`src/rtl/regfile_streamer_pkg.sv`:
```
// regfile_streamer_pkg
// Shared definitions for the register-file read-out engine: FSM state
// encoding and the select code that parks bus A on its constant-zero input.
package regfile_streamer_pkg;

  typedef enum logic [2:0] {
    IDLE = 3'd0,
    REQ  = 3'd1,
    SEL  = 3'd2,
    SEND = 3'd3,
    DONE = 3'd4
  } state_t;

  // Mux input 0 is tied to zero; driving it leaves bus A idle.
  localparam int unsigned SEL_IDLE = 0;

endpackage

```
`src/rtl/regfile_streamer_if.sv`:
```
// regfile_streamer_if
// Bundles the read-out engine's bus-A request/select, stream and status
// signals.
//   master : the streamer (drives sReq, sSelMux, sDataOut, sValid, sBusy,
//            sDone, sIndex; receives sStart, sGrant, sDataInBus, sReady)
//   slave  : controller / mux / downstream side (mirror directions)
interface regfile_streamer_if #(
  parameter int unsigned DATAWIDTH = 8,
  parameter int unsigned SELECTION = 4
);
  logic                 sStart;
  logic                 sGrant;
  logic [DATAWIDTH-1:0] sDataInBus;
  logic                 sReq;
  logic [SELECTION-1:0] sSelMux;
  logic [DATAWIDTH-1:0] sDataOut;
  logic                 sValid;
  logic                 sReady;
  logic                 sBusy;
  logic                 sDone;
  logic [SELECTION-1:0] sIndex;

  modport master (
    input  sStart, sGrant, sDataInBus, sReady,
    output sReq, sSelMux, sDataOut, sValid, sBusy, sDone, sIndex
  );

  modport slave (
    output sStart, sGrant, sDataInBus, sReady,
    input  sReq, sSelMux, sDataOut, sValid, sBusy, sDone, sIndex
  );
endinterface

```
`src/rtl/regfile_streamer_outreg.sv`:
```
// stream_outreg
// One-entry holding register for a valid/ready stream. load_i captures
// data_i and raises valid_o; accept_i (a completed transfer) drops valid_o.
// Data is held unchanged until the next load.
//   clk, rst          clock, asynchronous active-high reset
//   load_i, data_i    capture request and data
//   accept_i          downstream accepted the current entry
//   data_o, valid_o   stream data and valid
module stream_outreg #(
  parameter int unsigned WIDTH = 8
) (
  input  logic             clk,
  input  logic             rst,
  input  logic             load_i,
  input  logic [WIDTH-1:0] data_i,
  input  logic             accept_i,
  output logic [WIDTH-1:0] data_o,
  output logic             valid_o
);
  logic [WIDTH-1:0] data_q;
  logic             valid_q;

  always_ff @(posedge clk or posedge rst) begin
    if (rst) begin
      data_q  <= '0;
      valid_q <= 1'b0;
    end else if (load_i) begin
      data_q  <= data_i;
      valid_q <= 1'b1;
    end else if (accept_i && valid_q) begin
      valid_q <= 1'b0;
    end
  end

  assign data_o  = data_q;
  assign valid_o = valid_q;
endmodule

```
`src/rtl/regfile_streamer.sv`:
```
// regfile_streamer
// Reading end of the register file. On sStart it requests bus A, walks
// select codes FIRSTSEL..FIRSTSEL+NUMREGS-1 one at a time, captures each
// register and emits it on a valid/ready stream, then pulses sDone.
//   clk, rst   clock, asynchronous active-high reset
//   bus        regfile_streamer_if.master (start, grant/request, mux select
//              and data, stream data/valid/ready, busy/done/index status)
module regfile_streamer
  import regfile_streamer_pkg::*;
#(
  parameter int unsigned DATAWIDTH = 8,
  parameter int unsigned SELECTION = 4,
  parameter int unsigned FIRSTSEL  = 1,
  parameter int unsigned NUMREGS   = 5
) (
  input  logic                 clk,
  input  logic                 rst,
  regfile_streamer_if.master   bus
);
  if (NUMREGS < 1 || (FIRSTSEL + NUMREGS - 1) > (2 ** SELECTION - 1)) begin : g_cfg_check
    $error("regfile_streamer: select range FIRSTSEL..FIRSTSEL+NUMREGS-1 does not fit SELECTION bits");
  end

  localparam logic [SELECTION-1:0] LAST_IDX  = SELECTION'(NUMREGS - 1);
  localparam logic [SELECTION-1:0] FIRST_SEL = SELECTION'(FIRSTSEL);
  localparam logic [SELECTION-1:0] IDLE_SEL  = SELECTION'(SEL_IDLE);

  state_t               state_q, state_d;
  logic [SELECTION-1:0] idx_q, idx_d;
  logic [SELECTION-1:0] sel_q, sel_d;
  logic                 req_q, req_d;
  logic                 busy_q, busy_d;
  logic                 done_q, done_d;
  logic                 load, accept;
  logic [DATAWIDTH-1:0] data_out;
  logic                 valid_out;

  always_comb begin
    state_d = state_q;
    idx_d   = idx_q;
    load    = 1'b0;
    accept  = 1'b0;
    unique case (state_q)
      IDLE: if (bus.sStart) begin
        state_d = REQ;
        idx_d   = '0;
      end
      REQ:  if (bus.sGrant) state_d = SEL;
      SEL:  if (bus.sGrant) begin
        load    = 1'b1;
        state_d = SEND;
      end else begin
        state_d = REQ;
      end
      SEND: if (valid_out && bus.sReady) begin
        accept = 1'b1;
        if (idx_q == LAST_IDX) begin
          state_d = DONE;
        end else begin
          idx_d   = idx_q + 1'b1;
          state_d = REQ;
        end
      end
      DONE: begin
        state_d = IDLE;
        idx_d   = '0;
      end
      default: begin
        state_d = IDLE;
        idx_d   = '0;
      end
    endcase

    // All bus outputs are registered: decode them from the next state so
    // they line up with the state they belong to.
    req_d  = (state_d == REQ) || (state_d == SEL);
    sel_d  = (state_d == SEL) ? FIRST_SEL + idx_d : IDLE_SEL;
    busy_d = (state_d != IDLE);
    done_d = (state_d == DONE);
  end

  always_ff @(posedge clk or posedge rst) begin
    if (rst) begin
      state_q <= IDLE;
      idx_q   <= '0;
      sel_q   <= '0;
      req_q   <= 1'b0;
      busy_q  <= 1'b0;
      done_q  <= 1'b0;
    end else begin
      state_q <= state_d;
      idx_q   <= idx_d;
      sel_q   <= sel_d;
      req_q   <= req_d;
      busy_q  <= busy_d;
      done_q  <= done_d;
    end
  end

  stream_outreg #(.WIDTH(DATAWIDTH)) u_outreg (
    .clk      (clk),
    .rst      (rst),
    .load_i   (load),
    .data_i   (bus.sDataInBus),
    .accept_i (accept),
    .data_o   (data_out),
    .valid_o  (valid_out)
  );

  assign bus.sReq     = req_q;
  assign bus.sSelMux  = sel_q;
  assign bus.sDataOut = data_out;
  assign bus.sValid   = valid_out;
  assign bus.sBusy    = busy_q;
  assign bus.sDone    = done_q;
  assign bus.sIndex   = idx_q;
endmodule

```
`src/flat_wrapper.sv`:
```
// flat-port wrapper written by rule: the top's interface ports become plain ports
module regfile_streamer_flat import regfile_streamer_pkg::*;
#(
  parameter int unsigned DATAWIDTH = 8,
  parameter int unsigned SELECTION = 4,
  parameter int unsigned FIRSTSEL  = 1,
  parameter int unsigned NUMREGS   = 5
)
  (clk, rst, bus_sStart, bus_sGrant, bus_sDataInBus, bus_sReady, bus_sReq, bus_sSelMux, bus_sDataOut, bus_sValid, bus_sBusy, bus_sDone, bus_sIndex);
  regfile_streamer_if #(.DATAWIDTH(DATAWIDTH), .SELECTION(SELECTION)) bus_i ();
  input  logic clk;
  input  logic rst;
  input wire logic [$bits(bus_i.sStart)-1:0] bus_sStart;
  input wire logic [$bits(bus_i.sGrant)-1:0] bus_sGrant;
  input wire logic [$bits(bus_i.sDataInBus)-1:0] bus_sDataInBus;
  input wire logic [$bits(bus_i.sReady)-1:0] bus_sReady;
  output wire logic [$bits(bus_i.sReq)-1:0] bus_sReq;
  output wire logic [$bits(bus_i.sSelMux)-1:0] bus_sSelMux;
  output wire logic [$bits(bus_i.sDataOut)-1:0] bus_sDataOut;
  output wire logic [$bits(bus_i.sValid)-1:0] bus_sValid;
  output wire logic [$bits(bus_i.sBusy)-1:0] bus_sBusy;
  output wire logic [$bits(bus_i.sDone)-1:0] bus_sDone;
  output wire logic [$bits(bus_i.sIndex)-1:0] bus_sIndex;
  assign bus_i.sStart = bus_sStart;
  assign bus_i.sGrant = bus_sGrant;
  assign bus_i.sDataInBus = bus_sDataInBus;
  assign bus_i.sReady = bus_sReady;
  assign bus_sReq = bus_i.sReq;
  assign bus_sSelMux = bus_i.sSelMux;
  assign bus_sDataOut = bus_i.sDataOut;
  assign bus_sValid = bus_i.sValid;
  assign bus_sBusy = bus_i.sBusy;
  assign bus_sDone = bus_i.sDone;
  assign bus_sIndex = bus_i.sIndex;
  regfile_streamer #(.DATAWIDTH(DATAWIDTH), .SELECTION(SELECTION), .FIRSTSEL(FIRSTSEL), .NUMREGS(NUMREGS)) u_core (.clk(clk), .rst(rst), .bus(bus_i));
endmodule
```
`config.mk`:
```
export PLATFORM = sky130hd
export DESIGN_NAME = regfile_streamer_flat
export DESIGN_NICKNAME = d
export VERILOG_FILES = /design/src/rtl/regfile_streamer_pkg.sv /design/src/rtl/regfile_streamer_if.sv /design/src/rtl/regfile_streamer_outreg.sv /design/src/rtl/regfile_streamer.sv /design/src/flat_wrapper.sv
export SDC_FILE = /design/constraint.sdc
export NUM_CORES = 1
export LEC_CHECK = 0
export CORE_ASPECT_RATIO = 1.4
export CORE_MARGIN = 3
export CORE_UTILIZATION = 52
export CTS_BUF_LIST = sky130_fd_sc_hd__clkbuf_2 sky130_fd_sc_hd__clkbuf_4 sky130_fd_sc_hd__clkbuf_8
export DETAILED_ROUTE_END_ITERATION = 8
export PLACE_DENSITY = 0.87
export SYNTH_ARGS = -nofsm -noshare
export SYNTH_HDL_FRONTEND = slang
export SYNTH_HIERARCHICAL = 1
export SYNTH_SLANG_ARGS = --single-unit
```
`constraint.sdc`:
```
create_clock -name clk -period 2.9 [get_ports clk]
set_input_delay 0.58 -clock clk [delete_from_list [all_inputs] [get_ports clk]]
set_output_delay 0.58 -clock clk [all_outputs]
set_load 0.05 [all_outputs]
```
# Word-level counts from Yosys, hierarchy flattened
# Index checks and enable logic that the tools add are counted.
[word_totals]
word_cells = 41
out_inout_bits = 20
regBits = 23
in_bits = 13
[op_classes]
reduce_logical = 7
addsub = 2
muxes = 17
eq_ne = 7
[op_table]
columns = ["operator", "n"]
rows = [
  ["4-bit 2-to-1 mux", 4],
  ["3-bit 2-to-1 mux", 4],
  ["3-bit case mux with 4 select lines", 1],
  ["4-bit case mux with 3 select lines", 1],
  ["3-bit by 2-bit == test with 1-bit output (second input constant)", 3],
  ["3-bit by 1-bit == test with 1-bit output (second input constant)", 2],
  ["1-bit 2-to-1 mux", 6],
  ["1-bit by 4-bit adder with 4-bit output (first input constant)", 1],
  ["4-bit by 1-bit adder with 4-bit output (second input constant)", 1],
  ["4-bit by 3-bit == test with 1-bit output (second input constant)", 1],
  ["3-bit == test (second input constant)", 1],
  ["3-bit logical NOT", 1],
  ["3-bit nonzero test", 1],
  ["1-bit logical AND", 2],
  ["2-bit 2-to-1 mux", 1],
  ["2-bit nonzero test", 1],
  ["2-bit OR reduction", 1],
  ["1-bit logical OR", 1],
]

# Longest topological paths before layout
# Gate-level depths: netlist (run 1).
[depth]
word_depth = 6
ltp_mapped = 8
depth_no_buf = 8

# Hierarchy
# Netlist (run 1), hierarchy kept.
[by_module_without_submodules]
columns = ["module", "cells_each", "instances", "area_each_um2", "seq_area_each_um2"]
rows = [
  ["regfile_streamer", 72, 1, 748.2, 350.3],
  ["stream_outreg", 21, 1, 372.9, 225.2],
]

# Worst setup path before layout (run 1)
# No wires, ideal clock.
[synth_path]
kind = "register to register"
from = "register u_core.idx_q[0] (netlist: u_core/bus.sIndex[0])"
to = "register u_core.sel_q[1] (netlist: u_core/bus.sSelMux[1])"
path_slack_ns = 0.890
arrival_time_ns = 1.891
n_path_buf = 0
path_stages_with_launch = 8
path_cell_list = "dfrtp_1 > inv_1 > ha_1 > and3b_1 > o21ai_0 > a31oi_1 > ha_1 > and2_1"
[synth_between]
elab_chain_cells = 6
word_cells_on_any_way = 12
cone_classes = "add/sub (2); eq/ne (2); mux (8)"
[synth_rtl]
columns = ["item", "line_no", "source"]
rows = [
  ["from (decl)", "regfile_streamer.sv:29", "logic [SELECTION-1:0] idx_q, idx_d;"],
  ["from (signal assigned)", "regfile_streamer.sv:92", "idx_q <= idx_d;"],
  ["4-bit by 1-bit adder with 4-bit output or 4-bit by 3-bit == test with 1-bit output (tied branches)", "regfile_streamer.sv:60, regfile_streamer.sv:57", ""],
  ["4-bit 2-to-1 mux", "regfile_streamer.sv:57", "if (idx_q == LAST_IDX) begin"],
  ["4-bit 2-to-1 mux", "regfile_streamer.sv:55", "SEND: if (valid_out && bus.sReady) begin"],
  ["4-bit case mux with 3 select lines *", "regfile_streamer.sv:43", "unique case (state_q)"],
  ["named net u_core.idx_d[0]", "regfile_streamer.sv:29", ""],
  ["1-bit by 4-bit adder with 4-bit output *", "regfile_streamer.sv:77", "sel_d = (state_d == SEL) ? FIRST_SEL + idx_d : IDLE_SEL;"],
  ["4-bit 2-to-1 mux *", "regfile_streamer.sv:77", ""],
  ["named net u_core.sel_d[1]", "regfile_streamer.sv:30", "logic [SELECTION-1:0] sel_q, sel_d;"],
  ["to (signal assigned)", "regfile_streamer.sv:93", "sel_q <= sel_d;"],
  ["to (decl)", "regfile_streamer.sv:30", ""],
]
# Mark *: on every way through the listed nets, which the timed path passes. The rest lies on a longest branch.
# A chain may end at the register's enable or synchronous reset.

# Worst setup path after layout (run 1)
[layout_path]
from = "register u_core.idx_q[2] (netlist: u_core/bus.sIndex[2])"
to = "output bus_sIndex[2]"
[layout_lines]
columns = ["item", "line_no", "source"]
rows = [
  ["to (decl)", "flat_wrapper.sv:23", "output wire logic [$bits(bus_i.sIndex)-1:0] bus_sIndex;"],
]
# No word-level cell between the ends.

==> results of run 1 <==
## how the worst max path moves through the flow
stage,start,end,slack [ns],cells past startpoint
6_report,u_core/bus.sIndex[2]$_DFF_PP0_,bus_sIndex[2],0.69,1
5_1_grt,u_core/bus.sIndex[2]$_DFF_PP0_,bus_sIndex[2],0.62,1
4_1_cts,u_core/bus.sIndex[2]$_DFF_PP0_,bus_sIndex[2],0.68,1
3_5_place_dp,bus_sStart,u_core/bus.sSelMux[3]$_DFF_PP0_,0.54,6
3_3_place_gp,bus_sStart,u_core/bus.sSelMux[3]$_DFF_PP0_,0.58,6
2_1_floorplan,u_core/bus.sIndex[0]$_DFF_PP0_,u_core/bus.sSelMux[1]$_DFF_PP0_,0.89,7
## worst register-to-register path, cell delays in order, from the launching register on
cell	delay (ns)
dfrtp_1	0.47
inv_1	0.07
ha_1	0.21
nand3b_1	0.20
a31oi_1	0.12
a31oi_1	0.35
ha_1	0.30
and2_1	0.13
## synth_stat cells, types with 2 or more instances
master	instances
dfrtp_1	23
nand2_1	2
buf_2	2
mux2_4	8
or3_1	2
nor3_1	2
nand3b_1	2
ha_1	3
nor4bb_1	2
inv_1	6
and3b_1	2
and2_1	2
a21oi_1	4
a31oi_1	3
mux2i_1	2
nor2_1	4
o21a_1	2
o21ai_0	2
## area by class of cell
| type | count | area [µm²] |
|---|---|---|
| timing repair buffer | 33 | 328 |
| clock buffer | 4 | 30.0 |
| tap | 21 | 26.3 |
| sequential | 23 | 576 |
| inverter | 6 | 22.5 |
| multi-input combinational | 61 | 508 |
| fill | 156 | 507 |
## power groups by stage
stage          combinational [W]  sequential [W]  clock (W)
6_report                0.000980        0.000530   0.000151
5_1_grt                  0.00104        0.000552   0.000173
4_1_cts                 0.000986        0.000531   0.000158
3_5_place_dp            0.000981        0.000538          0
3_3_place_gp            0.000970        0.000526          0
2_1_floorplan           0.000394        0.000838          0
## per-stage QoR
step                 util  std cells  worst slack [ns]  hold WS [ns]  instance area (µm²)
finish              0.746        148             0.692         0.523                 1490
global route        0.746        148             0.620         0.542                 1490
CTS                 0.746        148             0.684         0.525                 1490
detailed placement  0.731        144             0.537         0.492                 1460
global placement    0.731        144             0.581         0.490                 1460
floorplan               -         93             0.890         0.408                 1120
## layer usage
metal | global-route usage | vias up | wire (µm)
met5 | 0 | - | 0
met4 | 0.100 | 0 | 60
met2 | 0.346 | 37 | 1230
li1 | - | 406 | -
met3 | 0.0267 | 6 | 163
met1 | 0.224 | 414 | 865
## kinds of logic after synthesis
logic type	after synthesis	synth area share
buffers and inverters	9	0.0391
adder cells (fa/ha/maj)	3	0.0335
multiplexers	10	0.125
flip-flops	23	0.513
AO/OA/AOI/OAI	20	0.121
AND/OR/NAND/NOR	27	0.161
XOR/XNOR	1	0.00781
## sequential cells by signal, summed over array words and instances (netlist names)
| signal | count |
|---|---|
| u_core/bus.sDone | 1 |
| u_core/state_q | 3 |
| u_core/bus.sBusy | 1 |
| u_core/u_outreg/valid_o | 1 |
| u_core/bus.sReq | 1 |
| u_core/u_outreg/data_o | 8 |
| u_core/bus.sSelMux | 4 |
| u_core/bus.sIndex | 4 |
## layout by cell type (no fill, tap or decap), types with 2 or more instances in the layout
master           instances
nor2_1                   4
nand2_1                  2
clkbuf_4                 4
o21ai_0                  2
ha_1                     3
dfrtp_1                 23
o21a_1                   2
mux2_4                   8
and2_1                   2
and3b_1                  2
nand3b_1                 2
a31oi_1                  3
nor3_1                   2
inv_1                    6
mux2i_1                  2
or3_1                    2
clkdlybuf4s50_1         32
a21oi_1                  4
==> impl_results.md, run 1 <==
* Net load switching power at 0.000766 W
* Synth area leaders: dfrtp_1, mux2_4, ha_1
* Fin crit period at 2.21 ns
* Sequential power share at 0.319
* Hold crit path type: register to register
* Vias at 863
* TritonCTS buffer count at 3
* Syn Std Cell Area at 1120 µm²
* Worst hold path depth at 1
* DRC Markers at 0
* Library cells used by synthesis at 38
* Synth async-reset ratio at 1.00
* Area growth, synth to finish at 32.9%
* Slowest cell on the critical path: clkdlybuf4s50_1
* Post-CTS Hold Fix Bufs at 0
* Hold Startpoint: u_core/u_outreg/data_o[1]$_DFFE_PP0P_
* Die Span Y at 60.9 µm
* GRT Overall Usage at 0.195
* Sequential cell area fraction in the yosys report at 0.513
* Setup repair after global routing missed its margin: no
* Worst slew margin at 0.628
* First-pass iteration count of the detailed router at 4
* # H-tree levels at 1
* Number of DRC markers in iteration 0 at 10
* Crit path cell chain: clkdlybuf4s50_1
* IO Pins at 33
* CTS Sinks at 23
* CP peak stage delay at 0.85 ns
* Die width at 45.2 µm
* P_int at 0.000894 W
* Setup TNS Final at 0 ns
* Largest delay share family, worst path: buffers and inverters
* Die Area at 2760 µm²
* Dpl hpwl at 1810 µm
* Initial antenna violation count at 0
* Fin nets at 144
* Worst path required time at 2.32 ns
* Largest net degree at the start of global routing at 15
* Avg Inst Size Synth at 12.1 µm²
* Slew Limit Fails at 0
* Input/output buffers at 32
* GP Congestion at 0.944
* CTS tree: done
* Total power at 0.00166 W
* Setup Fix Bufs, Post-CTS at 0
* WP data arrival at 1.63 ns
* Crit Path Max Fanout at 7
* Gr ovfl total at 0
* WL final at 2320 µm
* Kind of critical path: register to output port
* CP Launch Type: register
* Hold Path Sink: u_core/u_outreg/data_o[1]$_DFFE_PP0P_
* Crit path buf inv count at 1
* Worst IR drop on VDD at 0.667 mV
* FMAX at 0.453 GHz
* Clock Tree Buf Depth at 2
* P_leak at 0.671 nW
* ANT nets after route at 0
* CTS clock-pin slew for the worst setup and hold paths at 0.11 ns
* Flop2flop setup slack at 0.96 ns
* Num rows at 19
* Net Sw Frac at 0.461
* R2R Path End: u_core/bus.sSelMux[1]$_DFF_PP0_
* Initial Utilization at 0.561
* Max-cap violations at 0
* Cell count after synthesis at 93
* Power density cells at 1110 nW/µm²
* Top-area cell type share of the netlist area at 0.513
* CTS root buf: clkbuf_4
* Worst Max-Slew Pin Slew at 0.552 ns
* Main synth FF type: dfrtp_1
* Logic pwr share at 0.590
* #FFs+latches synth at 23
* Hold Vio Cnt, Final at 0
* Antenna fix cells at 0
* Via/cell ratio at 5.83
* Endpoint class of the critical path: output port
* Ys Warns at 6
* Vias in the first global route at 842
* Reg-to-reg startpoint: u_core/bus.sIndex[0]$_DFF_PP0_
* Post-synth EDFFs at 0
* First-pass GRT wire length at 3820 µm
* Clk pwr share at 0.091
* Post_cts resized at 0
* Final cycle utilization of the critical path at 0.761
* Final Skew at 0.00118 ns
* Core ar. at 2000 µm²
* Syn Nets at 109
* Status: completed
* DR WL/cell at 15.7 µm
* Synth area leader: dfrtp_1
* Latest clock arrival within the worst-skew pair at 0.30 ns
* Fraction of layout cells with a size suffix above 1 at 0.150
* R2r worst-path depth at 7
* Final Setup Violations at 0
(Power assumes the default switching activity.)
==> run 2, diff against run 1 <==
Settings changed: CORE_UTILIZATION 52 to 43, PLACE_DENSITY 0.87 to 0.77.
Clock period 2.9 ns to 1.8 ns, I/O delays scaled along.
==> impl_results.md, run 2 (synthesis gave the netlist of run 1 again) <==
* # fillers at 209 (was 156)
* Latest clock arrival within the worst-skew pair at 0.31 ns (was 0.30 ns)
* Critical path destination: u_core/bus.sSelMux[3]$_DFF_PP0_ (was bus_sIndex[2])
* Crit Path Max Fanout at 5 (was 7)
* CP Launch Type: register (unchanged)
* Util after Layout at 0.647 (was 0.746)
* Die width at 49.2 µm (was 45.2 µm)
* Status: completed (unchanged)
* Clock Tree Buf Depth at 2 (unchanged)
* ANT nets after route at 0 (unchanged)
* Max reg flops at 8 (unchanged)
* WP data arrival at 1.99 ns (was 1.63 ns)
* WL final at 2630 µm (was 2320 µm)
* Fin nets at 159 (was 144)
* Area growth, synth to finish at 41.0% (was 32.9%)
* Max-cap violations at 0 (unchanged)
* Critical path launch point: u_core/bus.sIndex[0]$_DFF_PP0_ (was u_core/bus.sIndex[2]$_DFF_PP0_)
* Endpoint class of the critical path: register (was output port)
* # H-tree levels at 1 (unchanged)
* Antenna fix cells at 0 (unchanged)
* Largest net degree at the start of global routing at 15 (unchanged)
* Most frequent cells in the layout: buf_4, dfrtp_1, clkdlybuf4s50_1 (was clkdlybuf4s50_1, dfrtp_1, mux2_4)
* Flop2flop setup slack at 0.04 ns (was 0.96 ns)
* Num rows at 21 (was 19)
* CTS clock-pin slew for the worst setup and hold paths at 0.12 ns (was 0.11 ns)
* Initial antenna violation count at 0 (unchanged)
* R2r worst-path depth at 7 (unchanged)
* Power density cells at 1800 nW/µm² (was 1110 nW/µm²)
* Vias in the first global route at 933 (was 842)
* Die Span Y at 66.4 µm (was 60.9 µm)
* Final Skew at 0.00580 ns (was 0.00118 ns)
* Number of DRC markers in iteration 0 at 23 (was 10)
* First-pass GRT wire length at 4220 µm (was 3820 µm)
* Fraction of layout cells with a size suffix above 1 at 0.423 (was 0.150)
* P_leak at 0.775 nW (was 0.671 nW)
* CTS Sinks at 23 (unchanged)
* Commonest non-fill, non-tap cell in the layout: buf_4 (was clkdlybuf4s50_1)
* Dpl hpwl at 1990 µm (was 1810 µm)
* Initial Utilization at 0.459 (was 0.561)
* GRT Overall Usage at 0.171 (was 0.195)
* Reg-to-reg startpoint: u_core/bus.sIndex[0]$_DFF_PP0_ (unchanged)
* Setup repair after global routing missed its margin: no (unchanged)
* Hold Vio Cnt, Final at 0 (unchanged)
* WHS at 0.321 ns (was 0.523 ns)
* Final Setup Violations at 0 (unchanged)
* Worst slew margin at 0.633 (was 0.628)
* CTS root buf: clkbuf_4 (unchanged)
* DR WL/cell at 14.9 µm (was 15.7 µm)
* Worst IR drop on VDD at 0.887 mV (was 0.667 mV)
* Gr ovfl total at 0 (unchanged)
* CTS tree: done (unchanged)
* Fin crit period at 1.76 ns
* IO Pins at 33 (unchanged)
* Slew Limit Fails at 0 (unchanged)
* Via/cell ratio at 5.19 (was 5.83)
* Die Area at 3260 µm² (was 2760 µm²)
* Total power at 0.00284 W (was 0.00166 W)
* TritonCTS buffer count at 3 (unchanged)
* R2R Path End: u_core/bus.sSelMux[3]$_DFF_PP0_ (was u_core/bus.sSelMux[1]$_DFF_PP0_)
* Input/output buffers at 32 (unchanged)
* Worst path required time at 2.03 ns (was 2.32 ns)
* Final cycle utilization of the critical path at 0.979
* Kind of critical path: register to register (was register to output port)
* First-pass iteration count of the detailed router at 4 (unchanged)
* Hold crit path type: primary input to asynchronous set/reset pin (was register to register)
* Post-CTS Hold Fix Bufs at 0 (unchanged)
* Core ar. at 2440 µm² (was 2000 µm²)
* GP Congestion at 0.754 (was 0.944)
* DRC Markers at 0 (unchanged)
* Worst Max-Slew Pin Slew at 0.549 ns (was 0.552 ns)
* Vias at 914 (was 863)
* FMAX at 0.567 GHz
## run 2: cell types whose count changed in the layout (fill, tap and decap cells not counted), sizes merged
cell           change
buf               +35
clkbuf             -1
clkdlybuf4s50     -21
clkinv             +1
dlymetal6s2s       +1
## run 2: where the power goes
group	total, W	internal, W	switching (W)	leakage [nW]
Sequential	0.000814	0.000698	0.000115	0.285
Clock	0.000231	0.0000829	0.000148	0.0177
Combinational	0.00180	0.000745	0.00105	0.472
Total	0.00284	0.00153	0.00131	0.775
## run 2: timing repair
action / in CTS / in global routing
resized for setup: 0 / 3
pin swaps: 1 / 1
gates cloned: 0 / 0
buffers inserted: 1 / 4
endpoints found under the setup margin: 1 / 3
## run 2: how the worst min path moves through the flow
stage / from / end / slack, ns / cells past startpoint
floorplan: rst / u_core/u_outreg/data_o[0]$_DFFE_PP0P_ / 0.19 / 1
global placement: u_core/u_outreg/data_o[4]$_DFFE_PP0P_ / u_core/u_outreg/data_o[4]$_DFFE_PP0P_ / 0.49 / 1
detailed placement: u_core/u_outreg/data_o[6]$_DFFE_PP0P_ / u_core/u_outreg/data_o[6]$_DFFE_PP0P_ / 0.50 / 1
CTS: rst / u_core/u_outreg/data_o[6]$_DFFE_PP0P_ / 0.33 / 2
global route: rst / u_core/u_outreg/data_o[5]$_DFFE_PP0P_ / 0.36 / 2
finish: rst / u_core/u_outreg/data_o[7]$_DFFE_PP0P_ / 0.32 / 2
## run 2: final cells by class
| type | instances | area, µm² | area share |
|---|---|---|---|
| multi-input cells | 61 | 517 | 0.327 |
| clock buffers | 3 | 22.5 | 0.0143 |
| repair buffers | 48 | 393 | 0.249 |
| well taps | 34 | 42.5 | 0.0269 |
| inverters | 6 | 22.5 | 0.0143 |
| clock inverters | 1 | 5.00 | 0.00317 |
| flip-flops and latches | 23 | 578 | 0.366 |
## run 2: metal layers
| metal | track usage | part of all wire |
|---|---|---|
| met5 | 0 | 0 |
| met4 | 0.0854 | 0.013 |
| met3 | 0.0384 | 0.075 |
| met2 | 0.322 | 0.54 |
| met1 | 0.174 | 0.37 |
## run 2: metrics by stage
step	setup TNS, ns	cells	setup slack [ns]	area, µm²
6_report	0	176	0.0370	1580
5_1_grt	0	176	0.000375	1580
4_1_cts	0	172	0.00267	1540
3_5_place_dp	-1.65	167	-0.360	1510
3_3_place_gp	-1.44	167	-0.305	1510
2_1_floorplan	0	93	0.0188	1130
## run 2: critical path: stages, from the launching register on
cell and delay [ns]:
dfrtp_2 0.47, buf_4 0.15, ha_1 0.19, and3_1 0.21, a31oi_1 0.20, o21ba_2 0.20, nand3_1 0.10, mux2i_1 0.18
==> run 3, diff against run 2 <==
Settings changed: GPL_TIMING_DRIVEN from default to 0.
==> impl_results.md, run 3 (synthesis gave the netlist of run 1 again) <==
* Status: completed (unchanged)
* Initial Utilization at 0.459 (unchanged)
* CP peak stage delay at 0.47 ns (about the same)
* Gr ovfl total at 0 (unchanged)
* Slew Limit Fails at 0 (unchanged)
* DRC Markers at 0 (unchanged)
* Max reg flops at 8 (unchanged)
* TritonCTS buffer count at 3 (unchanged)
* # H-tree levels at 1 (unchanged)
* Latest clock arrival within the worst-skew pair at 0.31 ns (about the same)
* Routing usage on met1 at 0.159 (was 0.174)
* Input/output buffers at 32 (unchanged)
* Post-CTS Hold Fix Bufs at 0 (unchanged)
* P_leak at 0.757 nW (was 0.775 nW)
* Antenna fix cells at 0 (unchanged)
* Largest net degree at the start of global routing at 15 (unchanged)
* Slowest cell on the critical path: clkdlybuf4s50_1 (was dfrtp_2)
* Worst path required time at 2.05 ns (was 2.03 ns)
* Most frequent cells in the layout: dfrtp_1, dlygate4sd2_1, clkdlybuf4s50_1 (was buf_4, dfrtp_1, clkdlybuf4s50_1)
* # fillers at 218 (was 209)
* First-pass iteration count of the detailed router at 5 (was 4)
* Fraction of layout cells with a size suffix above 1 at 0.281 (was 0.423)
* Hold Vio Cnt, Final at 0 (unchanged)
* CP Launch Type: primary input (was register)
* Endpoint class of the critical path: register (unchanged)
* Final cycle utilization of the critical path at 0.973 (was 0.979)
* Initial antenna violation count at 0 (unchanged)
* Fin crit period at 1.75 ns (was 1.76 ns)
* Power density cells at 1760 nW/µm² (was 1800 nW/µm²)
* Vias in the first global route at 888 (was 933)
* Kind of critical path: primary input to register (was register to register)
* Clock Tree Buf Depth at 2 (unchanged)
* Total power at 0.00276 W (was 0.00284 W)
* Die Span Y at 66.4 µm (unchanged)
* ANT nets after route at 0 (unchanged)
* Setup TNS Final at 0 ns (unchanged)
* CTS root buf: clkbuf_4 (unchanged)
* Largest delay share family, worst path: simple AND/OR/NAND/NOR gates (was flip-flops)
* Met3 Usage GRT at 0.0429 (was 0.0384)
* Max-cap violations at 0 (unchanged)
* First-pass GRT wire length at 3930 µm (was 4220 µm)
* Util after Layout at 0.643 (was 0.647)
* Final Setup Violations at 0 (unchanged)
* Final Skew at 0.00220 ns (was 0.00580 ns)
* Die width at 49.2 µm (unchanged)
* Hold crit path type: primary input to asynchronous set/reset pin (unchanged)
* Dpl hpwl at 1750 µm (was 1990 µm)
* GR Util met2 at 0.285 (was 0.322)
* Crit path cell chain: clkdlybuf4s50_1 > or3b_4 > and2_4 > o21a_1 > or3_1 > mux2i_1 (was buf_4 > ha_1 > and3_1 > a31oi_1 > o21ba_2 > nand3_1 > mux2i_1)
* IO Pins at 33 (unchanged)
* Core ar. at 2440 µm² (unchanged)
* WL final at 2380 µm (was 2630 µm)
* Num rows at 21 (unchanged)
* Number of DRC markers in iteration 0 at 27 (was 23)
* Die Area at 3260 µm² (unchanged)
* Commonest non-fill, non-tap cell in the layout: dfrtp_1 (was buf_4)
* Crit path buf inv count at 1 (unchanged)
* Worst Max-Slew Pin Slew at 0.523 ns (was 0.549 ns)
* Fin nets at 152 (was 159)
* GP Congestion at 0.782 (was 0.754)
* CTS tree: done (unchanged)
* Setup repair after global routing missed its margin: yes (was no)
* FMAX at 0.571 GHz (was 0.567 GHz)
* CTS Sinks at 23 (unchanged)
* Via/cell ratio at 5.33 (was 5.19)
* WP data arrival at 2.00 ns (was 1.99 ns)
* GRT Overall Usage at 0.157 (was 0.171)
* DR WL/cell at 14.1 µm (was 14.9 µm)
* WHS at 0.314 ns (was 0.321 ns)
* Worst IR drop on VDD at 0.888 mV (was 0.887 mV)
* Crit Path Max Fanout at 3 (was 5)
* Worst slew margin at 0.651 (was 0.633)
* CTS clock-pin slew for the worst setup and hold paths at 0.13 ns (was 0.12 ns)
* Vias at 901 (was 914)
* Area growth, synth to finish at 40.2% (was 41.0%)
* Busiest grt layer: met2 (unchanged)
==> run 3: final timing paths <==
check	end	startpoint	slack, ns	depth (start not counted)
max in group asynchronous	u_core/bus.sIndex[1]$_DFF_PP0_	rst	1.03	2
worst max register to register	u_core/bus.sSelMux[3]$_DFF_PP0_	u_core/bus.sIndex[1]$_DFF_PP0_	0.06	8
worst min-delay path	u_core/u_outreg/data_o[5]$_DFFE_PP0P_	rst	0.31	2
min in group clk	u_core/u_outreg/data_o[7]$_DFFE_PP0P_	u_core/u_outreg/data_o[7]$_DFFE_PP0P_	0.52	1
worst min register to register	u_core/u_outreg/data_o[7]$_DFFE_PP0P_	u_core/u_outreg/data_o[7]$_DFFE_PP0P_	0.52	1
worst max-delay path	u_core/bus.sSelMux[3]$_DFF_PP0_	bus_sStart	0.05	6
==> run 3: timing repair <==
| item | in CTS | in global routing |
|---|---|---|
| endpoints found under the setup margin | 22 | 3 |
| resized for setup | 21 | 6 |
| pin swaps | 1 | 4 |
| gates cloned | 0 | 0 |
| hold endpoints to repair | 0 | 0 |
| setup buffers | 0 | 6 |
==> run 3: final cells by class <==
type / instances / area [µm²] / area share
clock buffers: 3 / 22.5 / 0.0143
repair buffers: 38 / 340 / 0.217
flip-flops and latches: 23 / 578 / 0.368
well taps: 34 / 42.5 / 0.0271
inverters: 6 / 22.5 / 0.0143
plain buffers: 3 / 21.3 / 0.0135
multi-input cells: 61 / 537 / 0.342
clock inverters: 1 / 7.51 / 0.00478
==> run 3: power by group <==
part,switching (W),internal (W)
logic,0.00105,0.000676
clock network,0.000156,0.0000848
registers,0.000101,0.000697
==> run 3: through the flow <==
step                cell area, µm²  setup slack [ns]  instances
floorplan                     1130            0.0188         93
global placement              1490            -0.358        159
detailed placement            1490            -0.365        159
CTS                           1500          0.000564        163
global route                  1570           -0.0457        169
finish                        1570            0.0490        169
==> run 3: layer usage <==
| metal | up-vias | part of all wire |
|---|---|---|
| met1 | 431 | 0.38 |
| met3 | 6 | 0.082 |
| met4 | 0 | 0.021 |
| li1 | 422 | - |
| met5 | - | 0 |
| met2 | 42 | 0.51 |
